[config.mk]
export PLATFORM = sky130hd
export DESIGN_NAME = boot_loader
export DESIGN_NICKNAME = d
export VERILOG_FILES = /design/src/rtl/boot_loader.sv
export SDC_FILE = /design/constraint.sdc
export NUM_CORES = 1
export LEC_CHECK = 0
export ABC_AREA = 1
export CORE_ASPECT_RATIO = 0.75
export CORE_MARGIN = 1
export CORE_UTILIZATION = 30
export DETAILED_ROUTE_END_ITERATION = 8
export MAX_ROUTING_LAYER = met4
export PLACE_DENSITY = 0.58
export RECOVER_POWER = 100
export SKIP_CTS_REPAIR_TIMING = 1
export SYNTH_ARGS = -nofsm -noshare
export SYNTH_HDL_FRONTEND = slang
export SYNTH_SLANG_ARGS = --single-unit
[constraint.sdc]
create_clock -name clk -period 2.45 [get_ports clk]
set_input_delay 0.245 -clock clk [delete_from_list [all_inputs] [get_ports clk]]
set_output_delay 0.245 -clock clk [all_outputs]
set_load 0.005 [all_outputs]
[src/rtl/boot_loader.sv]
// Serial program loader: parses a length-prefixed, checksummed byte stream and
// writes the assembled 32-bit words into program memory while holding the CPU.
module boot_loader #(
  parameter logic [31:0] BASE_ADDR  = 32'h0000_0000,
  parameter int unsigned WORD_LIMIT = 1024
) (
  input  logic        clk,
  input  logic        reset,
  input  logic        rx_valid,
  input  logic [7:0]  rx_byte,
  output logic        rx_ready,
  output logic        mem_write,
  output logic [31:0] mem_address,
  output logic [31:0] mem_data,
  output logic        cpu_hold,
  output logic        done,
  output logic        error
);

  typedef enum logic [2:0] {
    S_LEN,
    S_DATA,
    S_WRITE,
    S_CHECK,
    S_DONE,
    S_ERROR
  } state_e;

  state_e      state_q, state_d;
  logic [31:0] len_q,   len_d;
  logic [31:0] idx_q,   idx_d;
  logic [31:0] word_q,  word_d;
  logic [31:0] addr_q,  addr_d;
  logic [31:0] data_q,  data_d;
  logic [1:0]  cnt_q,   cnt_d;
  logic [7:0]  sum_q,   sum_d;
  logic        take;
  logic [31:0] len_next;
  logic [31:0] word_next;

  always_comb begin
    // NOTE: every combinational output gets a default first so no path leaves it unassigned (no latches).
    state_d   = state_q;
    len_d     = len_q;
    idx_d     = idx_q;
    word_d    = word_q;
    addr_d    = addr_q;
    data_d    = data_q;
    cnt_d     = cnt_q;
    sum_d     = sum_q;
    len_next  = {rx_byte, len_q[31:8]};
    word_next = {rx_byte, word_q[31:8]};

    // Gating with reset makes reset win over a byte offered on the same edge.
    rx_ready  = !reset && (state_q == S_LEN || state_q == S_DATA || state_q == S_CHECK);
    take      = rx_valid && rx_ready;
    mem_write = (state_q == S_WRITE);
    done      = (state_q == S_DONE);
    error     = (state_q == S_ERROR);
    cpu_hold  = (state_q != S_DONE);

    unique case (state_q)
      S_LEN: begin
        if (take) begin
          len_d = len_next;
          cnt_d = cnt_q + 2'd1;
          if (cnt_q == 2'd3) begin
            if (len_next > 32'(WORD_LIMIT)) begin
              state_d = S_ERROR;
            end else if (len_next == 32'd0) begin
              state_d = S_CHECK;
            end else begin
              state_d = S_DATA;
            end
          end
        end
      end

      S_DATA: begin
        if (take) begin
          word_d = word_next;
          sum_d  = sum_q + rx_byte;
          cnt_d  = cnt_q + 2'd1;
          if (cnt_q == 2'd3) begin
            // Address and data are latched here so they stay put after the write.
            addr_d  = BASE_ADDR + (idx_q << 2);
            data_d  = word_next;
            state_d = S_WRITE;
          end
        end
      end

      S_WRITE: begin
        idx_d   = idx_q + 32'd1;
        state_d = (idx_d == len_q) ? S_CHECK : S_DATA;
      end

      S_CHECK: begin
        if (take) begin
          state_d = (rx_byte == sum_q) ? S_DONE : S_ERROR;
        end
      end

      default: begin
        state_d = state_q;
      end
    endcase
  end

  assign mem_address = addr_q;
  assign mem_data    = data_q;

  // NOTE: sequential state uses non-blocking assignments so all registers update together.
  always_ff @(posedge clk) begin
    if (reset) begin
      state_q <= S_LEN;
      len_q   <= '0;
      idx_q   <= '0;
      word_q  <= '0;
      addr_q  <= '0;
      data_q  <= '0;
      cnt_q   <= '0;
      sum_q   <= '0;
    end else begin
      state_q <= state_d;
      len_q   <= len_d;
      idx_q   <= idx_d;
      word_q  <= word_d;
      addr_q  <= addr_d;
      data_q  <= data_d;
      cnt_q   <= cnt_d;
      sum_q   <= sum_d;
    end
  end

endmodule
# Yosys cells after proc, flatten, opt, wreduce, memory -nomap -nowiden
# Cells that the tools add are included.
# op_classes
n_eq_ne	14
n_lt_le_gt_ge	1
n_addsub	3
mux	10
n_reduce_logical	14
# ops
operator	count
adder 32 x 1 -> 32 bit (second input constant)	1
== test 32 bit	1
> comparator 32 x 11 -> 1 bit (second input constant)	1
logical NOT 32 bit	1
2-to-1 mux 3 bit	6
one-hot mux 3 bit (4 select lines)	1
adder 8 bit	1
== test 8 bit	1
== test 3 x 2 -> 1 bit (second input constant)	2
== test 3 bit (second input constant)	2
!= test 2 bit (second input constant)	3
AND reduction 2 bit	3
AND reduction 6 bit	1
2-to-1 mux 2 bit	2
!= test 2 x 1 -> 1 bit (second input constant)	2
nonzero test 4 bit	1
== test 3 x 1 -> 1 bit (second input constant)	1
logical NOT 3 bit	1
!= test 3 bit (second input constant)	1
AND reduction 3 bit	1
adder 2 x 1 -> 2 bit (second input constant)	1
== test 2 bit (second input constant)	1
logical AND 1 bit	2
logical OR 1 bit	2
other kinds (3)	3
# totals
regBits	171
inputBits	11
out_inout_bits	69

# Longest topological paths before layout
# Gate-level depths: netlist (run 1).
# depth
depth_word	7
depth_mapped	15
depth_no_buf	15

# Worst setup path after synthesis (run 1)
# No wires, ideal clock.
# synth_timing
path_type	reg-to-reg
startpoint	register idx_q[0]
endpoint	register state_q[1]
stages_incl_launch_ff	16
synth_period_minus_slack_ns	1.806
arrival_ns	1.736
slack_ns	0.644
required_time_ns	2.380
path_cell_list	dfxtp_1 -> ha_1 -> nand2_2 -> nor2_8 -> nand2_4 -> nor2_4 -> nand2_1 -> nand2_1 -> nand2_1 -> nand2_1 -> nand2_1 -> nor2_1 -> nand2_1 -> nor2_1 -> nand3_1 -> a21oi_1
# synth_between
elab_chain_cells	4
# synth_lines
item	line_no	rtl
from (decl)	31	logic [31:0] idx_q, idx_d;
from (signal assigned)	127	idx_q <= idx_d;
adder 32 x 1 -> 32 bit	94	idx_d = idx_q + 32'd1;
== test 32 bit	95	state_d = (idx_d == len_q) ? S_CHECK : S_DATA;
2-to-1 mux 2 bit	95	
one-hot mux 3 bit (4 select lines)	62	unique case (state_q)
to (signal assigned)	125	state_q <= state_d;
to (decl)	29	state_e state_q, state_d;
# Every way passes these cells.
# A chain may end at the register's enable or synchronous reset.

# Worst setup path in the final report (run 1)
# layout_timing
startpoint	register state_q[2]
endpoint	output port mem_write
# layout_between
elab_chain_cells	1
# layout_lines
item	line_no	rtl
== test 3 x 2 -> 1 bit	57	mem_write = (state_q == S_WRITE);
to (decl)	12	output logic mem_write,
# Every way passes these cells.

==> impl_metrics.ini, run 1 <==
[run_status]
status = completed

[sta]
finalSetupTns_ns = 0
holdWs_ns = 0.450
setup_viol = 0
fmax_ghz = 0.442
hold_viol = 0
maxSlewHeadroom_pct = 58.6
worst_slew_pin_slew_ns = 0.620
skew_ns = 0.0166
min_period_over_period_pct = 92.4
fin_ws_ns = 0.187
fin_crit_ns = 2.26
drv_slew = 0

[synthesis]
synth.distinct_cells = 39
ys_ff_latch = 163
synth_cells = 1093
yosys_warnings = 0
syn_area_um2 = 7670
synth_edf_count = 0
synth_area_per_cell_um2 = 7.02
synth_flop_cell = dfxtp_1
async_flop_share_pct = 0
ys_seq_area_share_pct = 42.6

[grt]
grt_pass1_wl_um = 35700
grt_max_degree = 83
first_global_vias = 6441
overflow = 0
antenna_found_initial = 0
grtUsageTotal_pct = 17.9

[placed_design]
io_buffers = 77
pre_cts_slack_ns = 0.0996
place_congestion = 0.953
dp_hpwl_um = 16100

[routing]
num_vias = 7212
ant_nets = 0
drt_pass1_iterations = 6
totalWireLength_um = 22400
vias_per_cell = 4.77
routedWlPerCell_um = 14.8
dr.first_iter.drc_count = 682
remaining_drc_errors = 0

[floorplanning]
dieArea_um2 = 26200
die_w_um = 187
initial_utilization_pct = 30.6
rows = 50
die_h_um = 140
core_um2 = 25000
ios = 80

[critical_path]
worst_setup_path_end_kind = primary output
cp_top_family = buffers and inverters
worstPathRequired_ns = 2.20
setup.worst_path.start_class = flip-flop
critPathMaxFanout = 12
crit_buf_inv = 3
path_cells = inv_1, nand2_1, nor2_1, buf_4, clkdlybuf4s50_1
worstPathArrival_ns = 2.02
slowest_delay_ns = 0.52
slowest_stage = clkdlybuf4s50_1
path_class = flip-flop to primary output

[clocking]
clkTransAtPathRegs_ns = 0.07
cts_tree = built
cts_buffers = 17
cts-root-buf = clkbuf_16
clock_latency_ns = 0.44
htree_levels = 4
clock-sinks = 163
cts_buffer_depth = 2

[power_and_ir_drop]
ir_worst_vdd_mv = 0.457
powerDensity_nw_per_um2 = 621
power.leakage_nw = 4.08

[layout]
fill_cells = 2646
final_core_util_pct = 37.9
diodes = 0
mostFrequentLayoutCell = nand2_1
regArea_um2 = 3260
multi_input_area_um2 = 3700
syn_to_final_growth_pct = 23.5
nNetsFinal = 1181
most-common-layout-cells = nand2_1, dfxtp_1, o21ai_0, inv_1, a21oi_1
drive_gt1_share_pct = 6.82

[worst_hold_path]
hold_path_class = input pin to flip-flop

[job]
maxCapViolations = 0
Yosys cell counts (8+ instances only):
master | n | area (um2)
a211oi_1 | 9 | 67.6
a21oi_1 | 131 | 656
buf_2 | 16 | 80.1
clkbuf_1 | 27 | 101
dfxtp_1 | 163 | 3260
ha_1 | 9 | 113
inv_1 | 132 | 495
nand2_1 | 206 | 773
nand3_1 | 70 | 350
nor2_1 | 104 | 390
nor4_1 | 8 | 50.1
o211ai_1 | 11 | 82.6
o21ai_0 | 138 | 691
final cells by class:
class                      instances  area share, %
clock buffer                      20           4.82
clock inverter                    12           1.78
inverter                         136           5.39
multi-input combinational        742           39.0
sequential                       163           34.4
tap                              338           4.46
timing repair buffer             100           10.1
worst register-to-register path, cell delays in order, from the launching register on:
cell and delay [ns]:
dfxtp_1 0.33, ha_1 0.20, nand2_2 0.12, nor2_8 0.23, nand2_4 0.08, buf_4 0.16, o21ai_2 0.16, nand2_1 0.12
nand2_1 0.07, nand3_1 0.07, nor2_1 0.11, nand2_1 0.12, nor2_1 0.13, nand3_2 0.14, a21oi_1 0.15
per-layer routing:
layer  global-route usage (%)  routed length, um  up-vias
met5                        -                  0        -
met4                     4.62                266        0
met3                     4.21               1440       20
met2                     23.2               8730      185
met1                     27.1              12000     3287
li1                         -                  -     3720
flip-flops by register name (all words and copies together) (netlist names):
register     cells
cnt_q            2
idx_q           32
len_q           32
mem_address     30
mem_data        32
state_q          3
sum_q            8
word_q          24
through the flow:
step	power (mW)	std cells	area, um2
after floorplan	2.97	1094	7670
after global placement	3.09	1479	8830
after detailed placement	3.09	1479	8830
after CTS	5.94	1511	9460
after global routing	6.09	1511	9470
final	5.88	1511	9470
where the power goes:
group | internal [mW] | total, mW | switching, mW | leakage (nW)
clock network | 1.68 | 2.85 | 1.17 | 0.306
logic | 0.106 | 0.300 | 0.194 | 2.46
registers | 2.69 | 2.74 | 0.0495 | 1.32
total | 4.47 | 5.88 | 1.41 | 4.08
worst paths after layout:
check / cells past startpoint / slack (ns) / start / endpoint
max: 5 / 0.19 / state_q[2] / mem_write
min reg2reg: 2 / 0.45 / word_q[8] / word_q[8]
min: 3 / 0.45 / rx_byte[1] / mem_data[25]
max reg2reg: 14 / 0.19 / idx_q[0] / state_q[1]
kinds of logic after synthesis:
group           synth area share, %
fa+ha+maj                      1.73
compound gates                 20.5
xor+xnor                       1.79
other cells                  0.0489
flops                          42.6
simple gates                   23.6
buf+inv                        9.76
(Power assumes the default switching activity.)
==> inputs of run 2 (changes only) <==
--- a/config.mk
+++ b/config.mk
@@ -5,14 +5,13 @@
 export SDC_FILE = /design/constraint.sdc
 export NUM_CORES = 1
 export LEC_CHECK = 0
-export ABC_AREA = 1
 export CORE_ASPECT_RATIO = 0.75
 export CORE_MARGIN = 1
 export CORE_UTILIZATION = 30
 export DETAILED_ROUTE_END_ITERATION = 8
 export MAX_ROUTING_LAYER = met4
 export PLACE_DENSITY = 0.58
-export RECOVER_POWER = 100
+export RECOVER_POWER = 25
 export SKIP_CTS_REPAIR_TIMING = 1
 export SYNTH_ARGS = -nofsm -noshare
 export SYNTH_HDL_FRONTEND = slang
==> impl_metrics.ini, run 2 <==
[run_status]
status = completed

[routing]
routedWlPerCell_um = 14.8
ant_nets = 0
vias_per_cell = 4.78
remaining_drc_errors = 0
totalWireLength_um = 20600
drt_pass1_iterations = 5
dr.first_iter.drc_count = 454
num_vias = 6645

[power_and_ir_drop]
switching_power_mw = 1.39
combPwrFrac_pct = 3.4
netSwitchingFraction_pct = 24.5
power_mw = 5.67
power.leakage_nw = 3.49
powerDensity_nw_per_um2 = 601
ir_worst_vdd_mv = 0.425
intPower_mw = 4.28
p_seq_share_pct = 47.3
clkPwrFrac_pct = 49.3

[floorplanning]
die_w_um = 184
dieArea_um2 = 25600
die_h_um = 139
ios = 80
rows = 49
initial_utilization_pct = 30.9
core_um2 = 24200

[synthesis]
ys_seq_area_share_pct = 43.6
ys_ff_latch = 163
async_flop_share_pct = 0
syn_area_um2 = 7480
synth_flop_cell = dfxtp_1
synth.distinct_cells = 62
synth_cells = 962
synth_area_per_cell_um2 = 7.77
synth_edf_count = 0
synth_top_cell_by_area = dfxtp_1
yosys-top-cells-count = nand2_1, dfxtp_1, a21oi_1
synth.most_common_cell = nand2_1
synthTopCellsByArea = dfxtp_1, nand2_1, a21oi_1
yosys_warnings = 0
synth_top_cell_area_share_pct = 43.6

[placed_design]
dpl_cell_area_um2 = 8790
io_buffers = 77
place_congestion = 0.918
pre_cts_slack_ns = -0.111
dp_hpwl_um = 14700

[sta]
maxSlewHeadroom_pct = 35.6
skew_ns = 0.0104
hold_viol = 0
drv_slew = 0
fin_ws_ns = 0.113
min_period_over_period_pct = 95.4
holdWs_ns = 0.300
finalSetupTns_ns = 0
rsz0062_at_grt = false
setup_viol = 0
worst_slew_pin_slew_ns = 0.966
fin_crit_ns = 2.34
fmax_ghz = 0.428

[clocking]
cts_buffers = 17
clock-sinks = 163
clock_latency_ns = 0.43
cts-root-buf = clkbuf_16
htree_levels = 4
cts_buffer_depth = 2
clkTransAtPathRegs_ns = 0.07
cts_tree = built

[grt]
antenna_found_initial = 0
grtUsageTotal_pct = 17.5
overflow = 0
first_global_vias = 6202
grt_max_degree = 93
grt_pass1_wl_um = 34100

[layout]
mostFrequentLayoutCell = nand2_1
fill_cells = 2547
most-common-layout-cells = nand2_1, dfxtp_1, a21oi_1, buf_4, nor2_1
drive_gt1_share_pct = 10.8
nNetsFinal = 1067
fin_area_um2 = 9430
diodes = 0
syn_to_final_growth_pct = 26.1

[critical_path]
path_cells = nand2b_4, nand2b_1, inv_1, buf_4, clkdlybuf4s50_1
worstPathArrival_ns = 2.09
slowest_stage = clkdlybuf4s50_1
critPathMaxFanout = 9
worstPathRequired_ns = 2.20
setup.worst_path.start_class = flip-flop
path_class = flip-flop to primary output
slowest_delay_ns = 0.52
worst_setup_path_end_kind = primary output

[worst_hold_path]
hold_path_class = input pin to flip-flop

[job]
maxCapViolations = 0
==> run 2: metal layers <==
layer	GRT usage, %	routed length (um)
met2	22.4	8090
met1	27.0	11200
met4	4.47	236
met5	-	0
met3	3.36	1060
==> run 2: cells by family (layout without fill, tap and decap cells) <==
logic type	count (synthesis)	after routing	synth area share (%)
DFF	163	163	43.6
xor gates and xnor gates	75	75	8.89
buffers and inverters	85	181	5.04
AOI/OAI and AO/OA	180	180	13.3
adders and majority gates	10	10	1.77
other	1	2	0.0502
and+or+nand+nor	444	444	26.8
muxes	4	4	0.552
==> run 2: metrics by stage <==
step / cells / utilization (%)
2_1_floorplan: 963 / -
3_3_place_gp: 1356 / 36.3
3_5_place_dp: 1356 / 36.3
4_1_cts: 1388 / 38.8
5_1_grt: 1390 / 38.9
6_report: 1390 / 38.9
==> run 2: critical path, delay by kind of cell (launching register included) <==
family	cells	cell delay, ns
flops	1	0.37
simple gates	2	0.42
buf+inv	3	0.86
==> run 2: layout make-up <==
| cell class | instances | area, um2 | area share (%) |
|---|---|---|---|
| clock buffers | 17 | 425 | 4.51 |
| clock inverters | 15 | 195 | 2.07 |
| inverters | 13 | 48.8 | 0.518 |
| multi-input cells | 715 | 3850 | 40.9 |
| flip-flops and latches | 163 | 3270 | 34.6 |
| well taps | 331 | 414 | 4.39 |
| repair buffers | 136 | 1220 | 13.0 |
==> run 2: path summary, 6_finish.rpt <==
check               from     endpoint  slack (ns)  cells past startpoint
max reg2reg     idx_q[1]   state_q[1]        0.19                      8
min reg2reg  mem_data[3]  mem_data[3]        0.45                      2
min                reset     len_q[7]        0.30                      3
max           state_q[0]    mem_write        0.11                      5
==> run 2: power by group through the flow <==
stage | clock network [mW] | logic [mW] | registers (mW)
floorplan | 0 | 0.122 | 2.73
detailed placement | 0 | 0.192 | 2.74
CTS | 2.86 | 0.193 | 2.68
finish | 2.80 | 0.192 | 2.68
global route | 2.98 | 0.213 | 2.68
global placement | 0 | 0.190 | 2.74
